--- config.mk ---
export PLATFORM = sky130hd
export DESIGN_NAME = cv32e40p_instr_obi_arbiter
export DESIGN_NICKNAME = d
export VERILOG_FILES = /design/src/rtl/cv32e40p_instr_obi_arbiter.sv
export SDC_FILE = /design/constraint.sdc
export NUM_CORES = 1
export LEC_CHECK = 0
export ABC_AREA = 1
export ABC_CLOCK_PERIOD_IN_PS = 6400
export BUFFER_PORTS_ARGS = -buffer_cell sky130_fd_sc_hd__clkbuf_2
export CAP_MARGIN = 20
export CORE_AREA = 2 2 82 84
export CTS_CLUSTER_DIAMETER = 80
export CTS_CLUSTER_SIZE = 40
export DETAILED_ROUTE_END_ITERATION = 12
export DIE_AREA = 0 0 84 86
export PLACE_DENSITY = 0.81
export SLEW_MARGIN = 20
export SYNTH_ARGS = -nofsm -noshare
export SYNTH_HDL_FRONTEND = slang
export SYNTH_SLANG_ARGS = --single-unit
--- constraint.sdc ---
create_clock -name clk -period 6.4 [get_ports clk]
set_input_delay 0.64 -clock clk [delete_from_list [all_inputs] [get_ports clk]]
set_output_delay 0.64 -clock clk [all_outputs]
set_load 0.01 [all_outputs]
--- src/rtl/cv32e40p_instr_obi_arbiter.sv ---
// Two-requester arbiter for the single instruction OBI port.
// Round-robin address-phase arbitration with address-phase hold until granted,
// and an in-order owner FIFO that routes each response back to its requester.
// Optional feature macro: CV32E40P_INSTR_ARB_LOCK_EN (requester 1 bus lock).
module cv32e40p_instr_obi_arbiter #(
    parameter int unsigned DEPTH = 2
) (
    input  logic        clk,
    input  logic        rst,
    input  logic        m0_req_i,
    input  logic [31:0] m0_addr_i,
    output logic        m0_gnt_o,
    output logic        m0_rvalid_o,
    output logic [31:0] m0_rdata_o,
    output logic        m0_err_o,
    input  logic        m1_req_i,
    input  logic [31:0] m1_addr_i,
    output logic        m1_gnt_o,
    output logic        m1_rvalid_o,
    output logic [31:0] m1_rdata_o,
    output logic        m1_err_o,
    input  logic        m1_lock_i,
    output logic        instr_req_o,
    output logic [31:0] instr_addr_o,
    input  logic        instr_gnt_i,
    input  logic        instr_rvalid_i,
    input  logic [31:0] instr_rdata_i,
    input  logic        instr_err_i,
    output logic        busy_o,
    output logic        protocol_err_o
);

    typedef enum logic [1:0] {
        StArb   = 2'd0,
        StHold0 = 2'd1,
        StHold1 = 2'd2
    } state_e;

    state_e      r_state;
    state_e      w_state_next;
    logic [3:0]  r_owner;       // owner ID per FIFO slot, only DEPTH slots used
    logic [1:0]  r_wptr;
    logic [1:0]  r_rptr;
    logic [2:0]  r_count;
    logic        r_rr_prio;     // requester that wins the next tie
    logic        r_protocol_err;

    logic        w_full;
    logic        w_lock_active;
    logic        w_arb_any;
    logic        w_arb_sel;
    logic        w_req;
    logic        w_sel;
    logic        w_push;
    logic        w_pop;
    logic        w_head;

`ifdef CV32E40P_INSTR_ARB_LOCK_EN
    logic r_locked;

    // Lock engages on a locked grant to requester 1, drops once lock is released.
    always_ff @(posedge clk) begin
        if (rst) begin
            r_locked <= 1'b0;
        end else if (m1_gnt_o && m1_lock_i) begin
            r_locked <= 1'b1;
        end else if (!m1_lock_i) begin
            r_locked <= 1'b0;
        end
    end

    // Release takes effect in the same cycle the lock input falls.
    assign w_lock_active = r_locked && m1_lock_i;
`else
    logic w_unused_lock;
    assign w_unused_lock = m1_lock_i;
    assign w_lock_active = 1'b0;
`endif

    assign w_full = (r_count == 3'(DEPTH));

    // Arbitration decision used while in the ARB state.
    always_comb begin
        w_arb_any = 1'b0;
        w_arb_sel = 1'b0;
        if (w_lock_active) begin
            w_arb_any = m1_req_i;
            w_arb_sel = 1'b1;
        end else if (m0_req_i && m1_req_i) begin
            w_arb_any = 1'b1;
            w_arb_sel = r_rr_prio;
        end else begin
            w_arb_any = m0_req_i || m1_req_i;
            w_arb_sel = m1_req_i;
        end
    end

    // FSM next state and downstream request selection.
    always_comb begin
        w_state_next = r_state;
        w_req        = 1'b0;
        w_sel        = 1'b0;
        if (!w_full) begin
            unique case (r_state)
                StArb: begin
                    w_req = w_arb_any;
                    w_sel = w_arb_sel;
                end
                StHold0: begin
                    w_req = m0_req_i;
                    w_sel = 1'b0;
                end
                StHold1: begin
                    w_req = m1_req_i;
                    w_sel = 1'b1;
                end
                default: begin
                    w_req = 1'b0;
                    w_sel = 1'b0;
                end
            endcase
        end
        unique case (r_state)
            StArb: begin
                if (w_req && !instr_gnt_i) begin
                    w_state_next = w_sel ? StHold1 : StHold0;
                end
            end
            // A dropped request in HOLD is a requester protocol violation; abandon it.
            StHold0: begin
                if (!m0_req_i || instr_gnt_i) begin
                    w_state_next = StArb;
                end
            end
            StHold1: begin
                if (!m1_req_i || instr_gnt_i) begin
                    w_state_next = StArb;
                end
            end
            default: w_state_next = StArb;
        endcase
    end

    assign instr_req_o  = w_req && !rst;
    assign instr_addr_o = instr_req_o ? (w_sel ? m1_addr_i : m0_addr_i) : 32'h0;
    assign w_push       = instr_req_o && instr_gnt_i;
    assign m0_gnt_o     = w_push && !w_sel;
    assign m1_gnt_o     = w_push && w_sel;

    assign w_head       = r_owner[r_rptr];
    assign w_pop        = instr_rvalid_i && (r_count != 3'd0) && !rst;
    assign m0_rvalid_o  = w_pop && !w_head;
    assign m1_rvalid_o  = w_pop && w_head;
    assign m0_err_o     = m0_rvalid_o && instr_err_i;
    assign m1_err_o     = m1_rvalid_o && instr_err_i;
    assign m0_rdata_o   = instr_rdata_i;
    assign m1_rdata_o   = instr_rdata_i;

    assign busy_o         = (r_count != 3'd0) || instr_req_o;
    assign protocol_err_o = r_protocol_err;

    // FSM state and round-robin pointer.
    always_ff @(posedge clk) begin
        if (rst) begin
            r_state   <= StArb;
            r_rr_prio <= 1'b0;
        end else begin
            r_state <= w_state_next;
            if (w_push) begin
                r_rr_prio <= ~w_sel;
            end
        end
    end

    // Owner FIFO, outstanding count and sticky spurious-response flag.
    always_ff @(posedge clk) begin
        if (rst) begin
            r_owner        <= 4'h0;
            r_wptr         <= 2'd0;
            r_rptr         <= 2'd0;
            r_count        <= 3'd0;
            r_protocol_err <= 1'b0;
        end else begin
            if (w_push) begin
                r_owner[r_wptr] <= w_sel;
                r_wptr          <= (r_wptr == 2'(DEPTH - 1)) ? 2'd0 : r_wptr + 2'd1;
            end
            if (w_pop) begin
                r_rptr <= (r_rptr == 2'(DEPTH - 1)) ? 2'd0 : r_rptr + 2'd1;
            end
            if (w_push && !w_pop) begin
                r_count <= r_count + 3'd1;
            end else if (!w_push && w_pop) begin
                r_count <= r_count - 3'd1;
            end
            if (instr_rvalid_i && (r_count == 3'd0)) begin
                r_protocol_err <= 1'b1;
            end
        end
    end

endmodule

== Word-level counts from Yosys, hierarchy flattened ==
Cells that the tools add are included.
Widths: inputs -> output; s select.

* Register bits: 15
* Output and inout bits: 105

* Order comparisons: 3
* Muxes and demuxes: 22
* Add/sub/neg operators: 4
* Bitwise operators: 1
* Reductions and logical operators: 33
* Equal/unequal tests: 8

{| class="wikitable"
|+ Operators with widths
! kind !! number
|-
| $mux 32 || 2
|-
| $logic_and 1x1->1 || 16
|-
| $mux 2 || 6
|-
| $logic_not 1->1 || 8
|-
| $eq 2x1->1 const B || 3
|-
| $lt 2x3->1 const B || 2
|-
| $mux 1 || 6
|-
| $mux 3 || 2
|-
| $ne 2x2->1 const B || 3
|-
| $pmux 2 s3 || 1
|-
| $add 2x1->2 const B || 2
|-
| $bwmux 4 || 1
|-
| $logic_or 1x1->1 || 4
|-
| $add 3x1->3 const B || 1
|-
| $eq 3x2->1 const B || 1
|-
| $logic_not 3->1 || 1
|-
| $pmux 1 s3 || 1
|-
| $reduce_and 3->1 || 1
|-
| $reduce_bool 3->1 || 1
|-
| $sub 3x1->3 const B || 1
|-
| $bmux 1 s2 || 1
|-
| $demux 1 s2 || 1
|-
| $eq 2x2->1 const B || 1
|-
| $ge 2x1->1 const B || 1
|-
| other kinds (4) || 4
|}

== Depth between registers and ports, before layout ==
Gate-level depths: netlist (run 1).

* Depth after elaboration: 10
* Mapped depth: 13
* Depth with buffers taken out: 12

== Least setup slack after synthesis (run 1) ==
OpenSTA, ideal clock, no wires.

* Kind: input-to-reg
* Start point: input port m1_req_i
* End point: register r_count[2]
* Stages on the path: 12
* Setup slack: 4179 ps
* Buffers on the path: 1
* Arrival: 2099 ps
* Library setup time: 122 ps
* Cells stage by stage: nand2_2 nand2_2 nand3_2 nor2_1 buf_4 ha_1 inv_1 fa_1 a21oi_1 o21ai_0 o21ai_0 a21oi_1

* Word-level cells in the longest chain between the ends: 9
* Elaborated cells on any way between the ends: 12
* Classes of those cells: 4 x mux; 8 x reduce/logical

{| class="wikitable"
|+ Ends and longest elaborated chain
! what !! RTL line !! source
|-
| from (decl) || 16 || <nowiki>input logic m1_req_i,</nowiki>
|-
| $logic_or 1x1->1 or $logic_and 1x1->1 (tied branches) || 93, 89 ||
|-
| $mux 1 || 89 || <nowiki>end else if (m0_req_i && m1_req_i) begin</nowiki>
|-
| $pmux 1 s3 (*) || 104 || <nowiki>unique case (r_state)</nowiki>
|-
| $mux 1 (*) || 103 || <nowiki>if (!w_full) begin</nowiki>
|-
| $logic_and 1x1->1 (*) || 144 || <nowiki>assign instr_req_o = w_req && !rst;</nowiki>
|-
| $logic_and 1x1->1 (*) || 146 || <nowiki>assign w_push = instr_req_o && instr_gnt_i;</nowiki>
|-
| named net w_push || 54 || <nowiki>logic w_push;</nowiki>
|-
| $logic_not 1->1 || 193 || <nowiki>end else if (!w_push && w_pop) begin</nowiki>
|-
| $logic_and 1x1->1 || 193 ||
|-
| $reduce_bool 2->1 (no line) || -- ||
|-
| to (signal assigned) || 192 || <nowiki>r_count <= r_count + 3'd1;</nowiki>
|-
| to (signal assigned) || 194 || <nowiki>r_count <= r_count - 3'd1;</nowiki>
|-
| to (decl) || 44 || <nowiki>logic [2:0] r_count;</nowiki>
|}

Mark *: on every way through the listed nets, which the timed path passes. The rest lies on a longest branch.
A chain may end at the register's enable or synchronous reset.

== Final worst setup path (run 1) ==
* Start point: input port rst
* End point: output port instr_addr_o[7]

* Word-level cells in the longest chain between the ends: 3

{| class="wikitable"
|+ Ends and longest elaborated chain
! what !! RTL line !! source
|-
| from (decl) || 9 || <nowiki>input logic rst,</nowiki>
|-
| $logic_not 1->1 || 144 ||
|-
| $logic_and 1x1->1 || 144 ||
|-
| $mux 32 || 145 || <nowiki>assign instr_addr_o = instr_req_o ? (w_sel ? m1_addr_i : m0_addr_i) : 32'h0;</nowiki>
|-
| to (decl) || 24 || <nowiki>output logic [31:0] instr_addr_o,</nowiki>
|}

No other way between the ends.

==> reports/results.ini, run 1 <==
[outcome]
status = complete, no violations

[logic_synthesis]
yosysTopAreaCell = buf_4
ys_ff_latch = 15
synth_edf_count = 0
syn-cell-area_um2 = 1790
yosys_most_used_dff = dfxtp_1
synthTopCellsByArea = buf_4 (28%), nor2_1 (19%), dfxtp_1 (17%)
yosys_warnings = 0
yosysTopAreaCellShare_pct = 27.8
avgSynthCellArea_um2 = 6.07
synth-seq-area-share_pct = 16.8
syn-instance-count = 294
ys_async_sr_fraction_pct = 0
synth_nets = 400
synth_cell_types = 21

[sta]
finalSetupViolations = 0
skew_ps = 2.77
hold_viol = 0
slew-limit-headroom_pct = 41.4
period_share_pct = 48.2
setup_ws_ps = 3320
fin_tns_setup_ps = 0
fin_crit_ps = 3080
tightest_slew_ps = 878
rsz0062_at_grt = false
fmax_ghz = 0.324
maxSlewViolCount = 0

[setup_path]
r2r_cells = 11
r2r_start = r_count[0]
timing.reg2reg.setup_slack_ps = 3940
worstSetupEndpoint = instr_addr_o[7]
startpoint_type = input port
cp-startpoint = rst
path_class = input port to output port
rr_endpoint = r_count[2]
cp_max_fo = 33
arrival_ps = 2440
cp-end-kind = output port
worstPathRequired_ps = 5760

[layout]
final_common_cell = clkbuf_2
syn_to_final_growth_pct = 6.10
layout.nets = 440
antennaDiodeCount = 0
final_layout_size_suffix_gt1_share_pct = 37.2
final_cell_mix = clkbuf_2 (111), nor2_1 (88), nand2_1 (24)

[global_route]
antenna_found_initial = 0
track_usage_pct = 13.8
overflow = 0
grt_start_max_net_pins = 40
grt_pass1_vias = 1685
grt_pass1_wl_mm = 8.24

[floorplanning]
core-area_um2 = 6280
start_util_pct = 28.4
fp.dieW_um = 84
die_h_um = 86
io_pins = 209
die-area_um2 = 7220
std_cell_rows = 29

[drt]
dr.max_layer_used = met5
remaining_drc_errors = 0
route.met2.wl_mm = 2.54
drtIter0Drc = 23
drt-vias-per-instance = 4.46
first_pass_iters = 4
postRouteAntennaNets = 0
wl_met1_mm = 2.00
wl_per_cell_um = 12.8
dr_total_vias = 1827
wl_met3_um = 610
wirelength_mm = 5.24

[cts]
insertion_delay_ps = 250
cts.clk_slew.worst_paths_ps = 60
clock_path_buffers = 2
cts_tree = built
cts-root-buf = clkbuf_8
ctsResizeCount = 0
hold_buffers = 0
cts.sinks = 15
cts_made_buffers = 3
cts_setup_buffers = 0
cts_max_level = 1

[placement]
place_hpwl_mm = 4.40
gp_congestion = 0.785
io_buffers = 111
pre_cts_ws_ps = 3300

[power_and_ir_drop]
leakagePower_nw = 1.04
p_total_mw = 0.616
peakVddDrop_mv = 0.205
power.density_nw_per_um2 = 325

[hold_path]
min-delay-path-class = flip-flop to flip-flop

[run]
max_cap_violations = 0

[worst max-delay path: stages]
cell and delay [ps]:
clkbuf_2 90, inv_1 320, nand3_2 150, inv_1 660, o21ai_0 280, nor2_1 150
clkbuf_2 140
[state kept, by name (all words and copies together) (netlist names)]
signal          flops
protocol_err_o      1
r_state             2
r_rptr              2
r_wptr              2
r_rr_prio           1
r_owner             4
r_count             3
[how the worst min path moves through the flow]
stage / from / endpoint / depth (start not counted)
5_1_grt: protocol_err_o / protocol_err_o / 2
6_report: protocol_err_o / protocol_err_o / 2
4_1_cts: protocol_err_o / protocol_err_o / 2
3_5_place_dp: protocol_err_o / protocol_err_o / 2
2_1_floorplan: r_rptr[1] / r_rptr[1] / 2
3_3_place_gp: protocol_err_o / protocol_err_o / 2
[metal layers]
metal | global-route usage [%] | vias to the layer above
li1 | - | 932
met1 | 15.7 | 762
met2 | 23.6 | 125
met3 | 6.16 | 6
met4 | 2.64 | 2
met5 | 5.59 | -
[stage by stage]
stage | hold slack (ps) | util [%] | cell area, um^2 | instances
6_report | 447 | 30.2 | 1890 | 410
3_3_place_gp | 436 | 29.5 | 1850 | 406
3_5_place_dp | 440 | 29.5 | 1850 | 406
2_1_floorplan | 431 | - | 1790 | 294
4_1_cts | 450 | 30.2 | 1890 | 410
5_1_grt | 488 | 30.2 | 1890 | 410
[report_power, final]
part	internal [mW]	total [mW]	leakage [nW]	switching (mW)
clock	0.0441	0.0758	0.0228	0.0317
combinational	0.139	0.415	0.896	0.276
sequential	0.112	0.125	0.123	0.0136
total	0.295	0.616	1.04	0.321
[cell type report]
cell class / count / area (um^2)
clock buffers: 4 / 45.0
repair buffers: 111 / 556
flip-flops and latches: 15 / 300
multi-input cells: 181 / 815
well taps: 77 / 96.3
fillers: 710 / 4380
inverters: 22 / 82.6
[cells in the mapped netlist (2+ instances only)]
library cell and number:
nand2_1 24, o21ai_0 19, buf_4 66, a21oi_1 10, o21ai_2 3, nand3_2 2, inv_2 2, o21ai_1 18
clkbuf_1 2, nor2_1 88, buf_6 4, nand3_1 8, nor3_1 3, dfxtp_1 15, nand2_2 3, buf_8 2
inv_1 20, buf_2 2
[cells by family (layout without fill, tap and decap cells)]
family                   after synthesis  count (layout)  share of synthesized area, %
AO/OA/AOI/OAI                         50              50                          14.6
adder cells (fa/ha/maj)                2               2                          1.82
flip-flops                            15              15                          16.8
buffers and inverters                 98             137                          37.6
AND/OR/NAND/NOR                      129             129                          29.2
Power figures use the tool's default switching activity.
==> inputs of run 2 (changes only) <==
--- a/config.mk
+++ b/config.mk
@@ -6,7 +6,7 @@
 export NUM_CORES = 1
 export LEC_CHECK = 0
 export ABC_AREA = 1
-export ABC_CLOCK_PERIOD_IN_PS = 6400
+export ABC_CLOCK_PERIOD_IN_PS = 2600
 export BUFFER_PORTS_ARGS = -buffer_cell sky130_fd_sc_hd__clkbuf_2
 export CAP_MARGIN = 20
 export CORE_AREA = 2 2 82 84
@@ -14,7 +14,7 @@
 export CTS_CLUSTER_SIZE = 40
 export DETAILED_ROUTE_END_ITERATION = 12
 export DIE_AREA = 0 0 84 86
-export PLACE_DENSITY = 0.81
+export PLACE_DENSITY = 0.84
 export SLEW_MARGIN = 20
 export SYNTH_ARGS = -nofsm -noshare
 export SYNTH_HDL_FRONTEND = slang
==> constraint.sdc (replaced) <==
create_clock -name clk -period 2.6 [get_ports clk]
set_input_delay 0.26 -clock clk [delete_from_list [all_inputs] [get_ports clk]]
set_output_delay 0.26 -clock clk [all_outputs]
set_load 0.01 [all_outputs]
==> run 2 against run 1 <==
Sequential share of layout area shrank 0.25 points. Hold slack lost 270 ps. Critical path depth grew 1. Non-clock buffer count grew 4. First-iteration DRC count grew to 2.6 times the previous value. Combinational power grew to 2.5 times the previous value. Cell area grew 1.6%. Power grew to 2.5 times the previous value. Via count grew 2.9%. Sequential power grew 150%. Setup slack lost 2900 ps. Die area is the same. Critical path type is now flip-flop to output port. Largest cell class unchanged. Largest power group unchanged.
==> reports/results.ini, run 2 (same netlist as run 1, synthesis figures left out) <==
[outcome]
status = complete, no violations

[power_and_ir_drop]
leakagePower_nw = 1.06  ; +1.9%
peakVddDrop_mv = 0.448  ; +120%
switching_share_pct = 52.3  ; +0.090 points
p_total_mw = 1.55  ; +150%
p_int_mw = 0.742  ; +150%
seqPwrFrac_pct = 19.8  ; -0.5 points
power_frac_comb_pct = 67.8  ; +0.4 points
clockPowerShare_pct = 12.4  ; about the same
power.density_nw_per_um2 = 808  ; +150%
p_sw_mw = 0.812  ; +150%

[layout]
syn_to_final_growth_pct = 7.78
final_util_pct = 30.7  ; +0.48 points
layout.nets = 444  ; +0.91%
top_register = r_owner
final_common_cell = clkbuf_2
nFillCells = 691  ; -2.7%
fin_cells = 414  ; +0.98%
regArea_um2 = 300  ; unchanged
largest_register_ffs = 4  ; unchanged
final_cell_mix = clkbuf_2 (111), nor2_1 (88), nand2_1 (24)
final_layout_size_suffix_gt1_share_pct = 38.0  ; +0.74 points
multiInputGateArea_um2 = 815  ; unchanged
antennaDiodeCount = 0  ; unchanged
largest_registers = r_owner x4, r_count x3

[cts]
cts_made_buffers = 3  ; unchanged
cts-root-buf = clkbuf_8
cts.clk_slew.worst_paths_ps = 60  ; about the same
insertion_delay_ps = 250  ; about the same
cts_tree = built
cts_setup_buffers = 0  ; unchanged
ctsResizeCount = 0  ; unchanged
cts_max_level = 1  ; unchanged
hold_buffers = 0  ; unchanged
cts.sinks = 15  ; unchanged
clock_path_buffers = 2  ; unchanged

[global_route]
grt_pass1_vias = 1674  ; -0.65%
track_usage_pct = 14.8  ; +1.0 points
grt_pass1_wl_mm = 8.42  ; +2.3%
overflow = 0  ; unchanged
antenna_found_initial = 0  ; unchanged
grt_start_max_net_pins = 34  ; -15%

[floorplanning]
die_h_um = 86  ; unchanged
std_cell_rows = 29  ; unchanged
fp.dieW_um = 84  ; unchanged
io_pins = 209  ; unchanged
start_util_pct = 28.4  ; unchanged
die-area_um2 = 7220  ; unchanged
core-area_um2 = 6280  ; unchanged

[drt]
dr.max_layer_used = met5
drtIter0Drc = 59  ; +160%
wl_met1_mm = 2.09  ; +4.8%
wirelength_mm = 5.56  ; +6.2%
first_pass_iters = 4  ; unchanged
postRouteAntennaNets = 0  ; unchanged
wl_met3_um = 757  ; +24%
wl_per_cell_um = 13.4  ; +5.2%
dr_total_vias = 1880  ; +2.9%
remaining_drc_errors = 0  ; unchanged
route.met2.wl_mm = 2.57  ; +0.90%
drt-vias-per-instance = 4.54  ; +1.9%

[sta]
setup_ws_ps = 376  ; -2940 ps
fin_crit_ps = 2220
skew_ps = 1.04  ; -1.74 ps
period_share_pct = 85.6
finalSetupViolations = 0  ; unchanged
fmax_ghz = 0.450
fin_tns_setup_ps = 0  ; unchanged
tightest_slew_ps = 535  ; -344 ps
maxSlewViolCount = 0  ; unchanged
slew-limit-headroom_pct = 64.3  ; +23 points
hold_viol = 0  ; unchanged
rsz0062_at_grt = false

[setup_path]
cp-end-kind = output port
path_class = flip-flop to output port
cp_max_fo = 33  ; unchanged
startpoint_type = flip-flop
timing.reg2reg.setup_slack_ps = 410  ; -3530 ps
worstPathRequired_ps = 2340  ; -3420 ps
arrival_ps = 1960  ; -480 ps

[placement]
pre_cts_ws_ps = 432  ; -2870 ps
place_inst = 410  ; +0.99%
place_hpwl_mm = 4.72  ; +7.2%
gp_congestion = 0.806  ; +2.7%
io_buffers = 111  ; unchanged

[hold_path]
min-delay-path-class = input port to flip-flop

[run]
max_cap_violations = 0  ; unchanged

run 2: cell count changes in the layout (fill, tap and decap cells not counted), sizes merged:
| cell | delta |
|---|---|
| buf | +4 |
run 2: worst max-delay path: stages, from the launching register on:
cell,delay (ps)
dfxtp_1,320
inv_2,70
nand2_2,60
o21ai_2,170
nand2_2,210
inv_2,470
nor2_1,130
nor2_1,130
clkbuf_2,140
run 2: final timing paths:
kind,start,end,cells past startpoint
worst min-delay path,rst,protocol_err_o,2
worst max-delay path,r_state[0],instr_addr_o[12],8
worst max register to register,r_count[1],r_count[2],10
worst min register to register,protocol_err_o,protocol_err_o,2
run 2: cell type report:
cell class	instances	share of cell area [%]
multi-input cells	181	42.3
repair buffers	115	30.4
flip-flops and latches	15	15.6
well taps	77	5.01
inverters	22	4.29
clock buffers	4	2.34
run 2: metal layers:
metal	GRT usage, %	up-vias
met3	8.08	9
met1	16.5	783
li1	-	940
met5	6.29	-
met2	23.6	146
met4	4.55	2
run 2: per-stage QoR:
step	hold WS (ps)	area, um^2
5_1_grt	183	1920
6_report	180	1920
3_3_place_gp	434	1880
4_1_cts	176	1920
2_1_floorplan	329	1790
3_5_place_dp	443	1880
run 2: power groups by stage:
stage | Sequential (mW) | Combinational [mW] | Clock (mW)
after floorplan | 0.308 | 0.920 | 0
after global placement | 0.309 | 1.03 | 0
after detailed placement | 0.312 | 1.07 | 0
after CTS | 0.308 | 1.07 | 0.201
after global routing | 0.314 | 1.20 | 0.205
final | 0.308 | 1.05 | 0.193
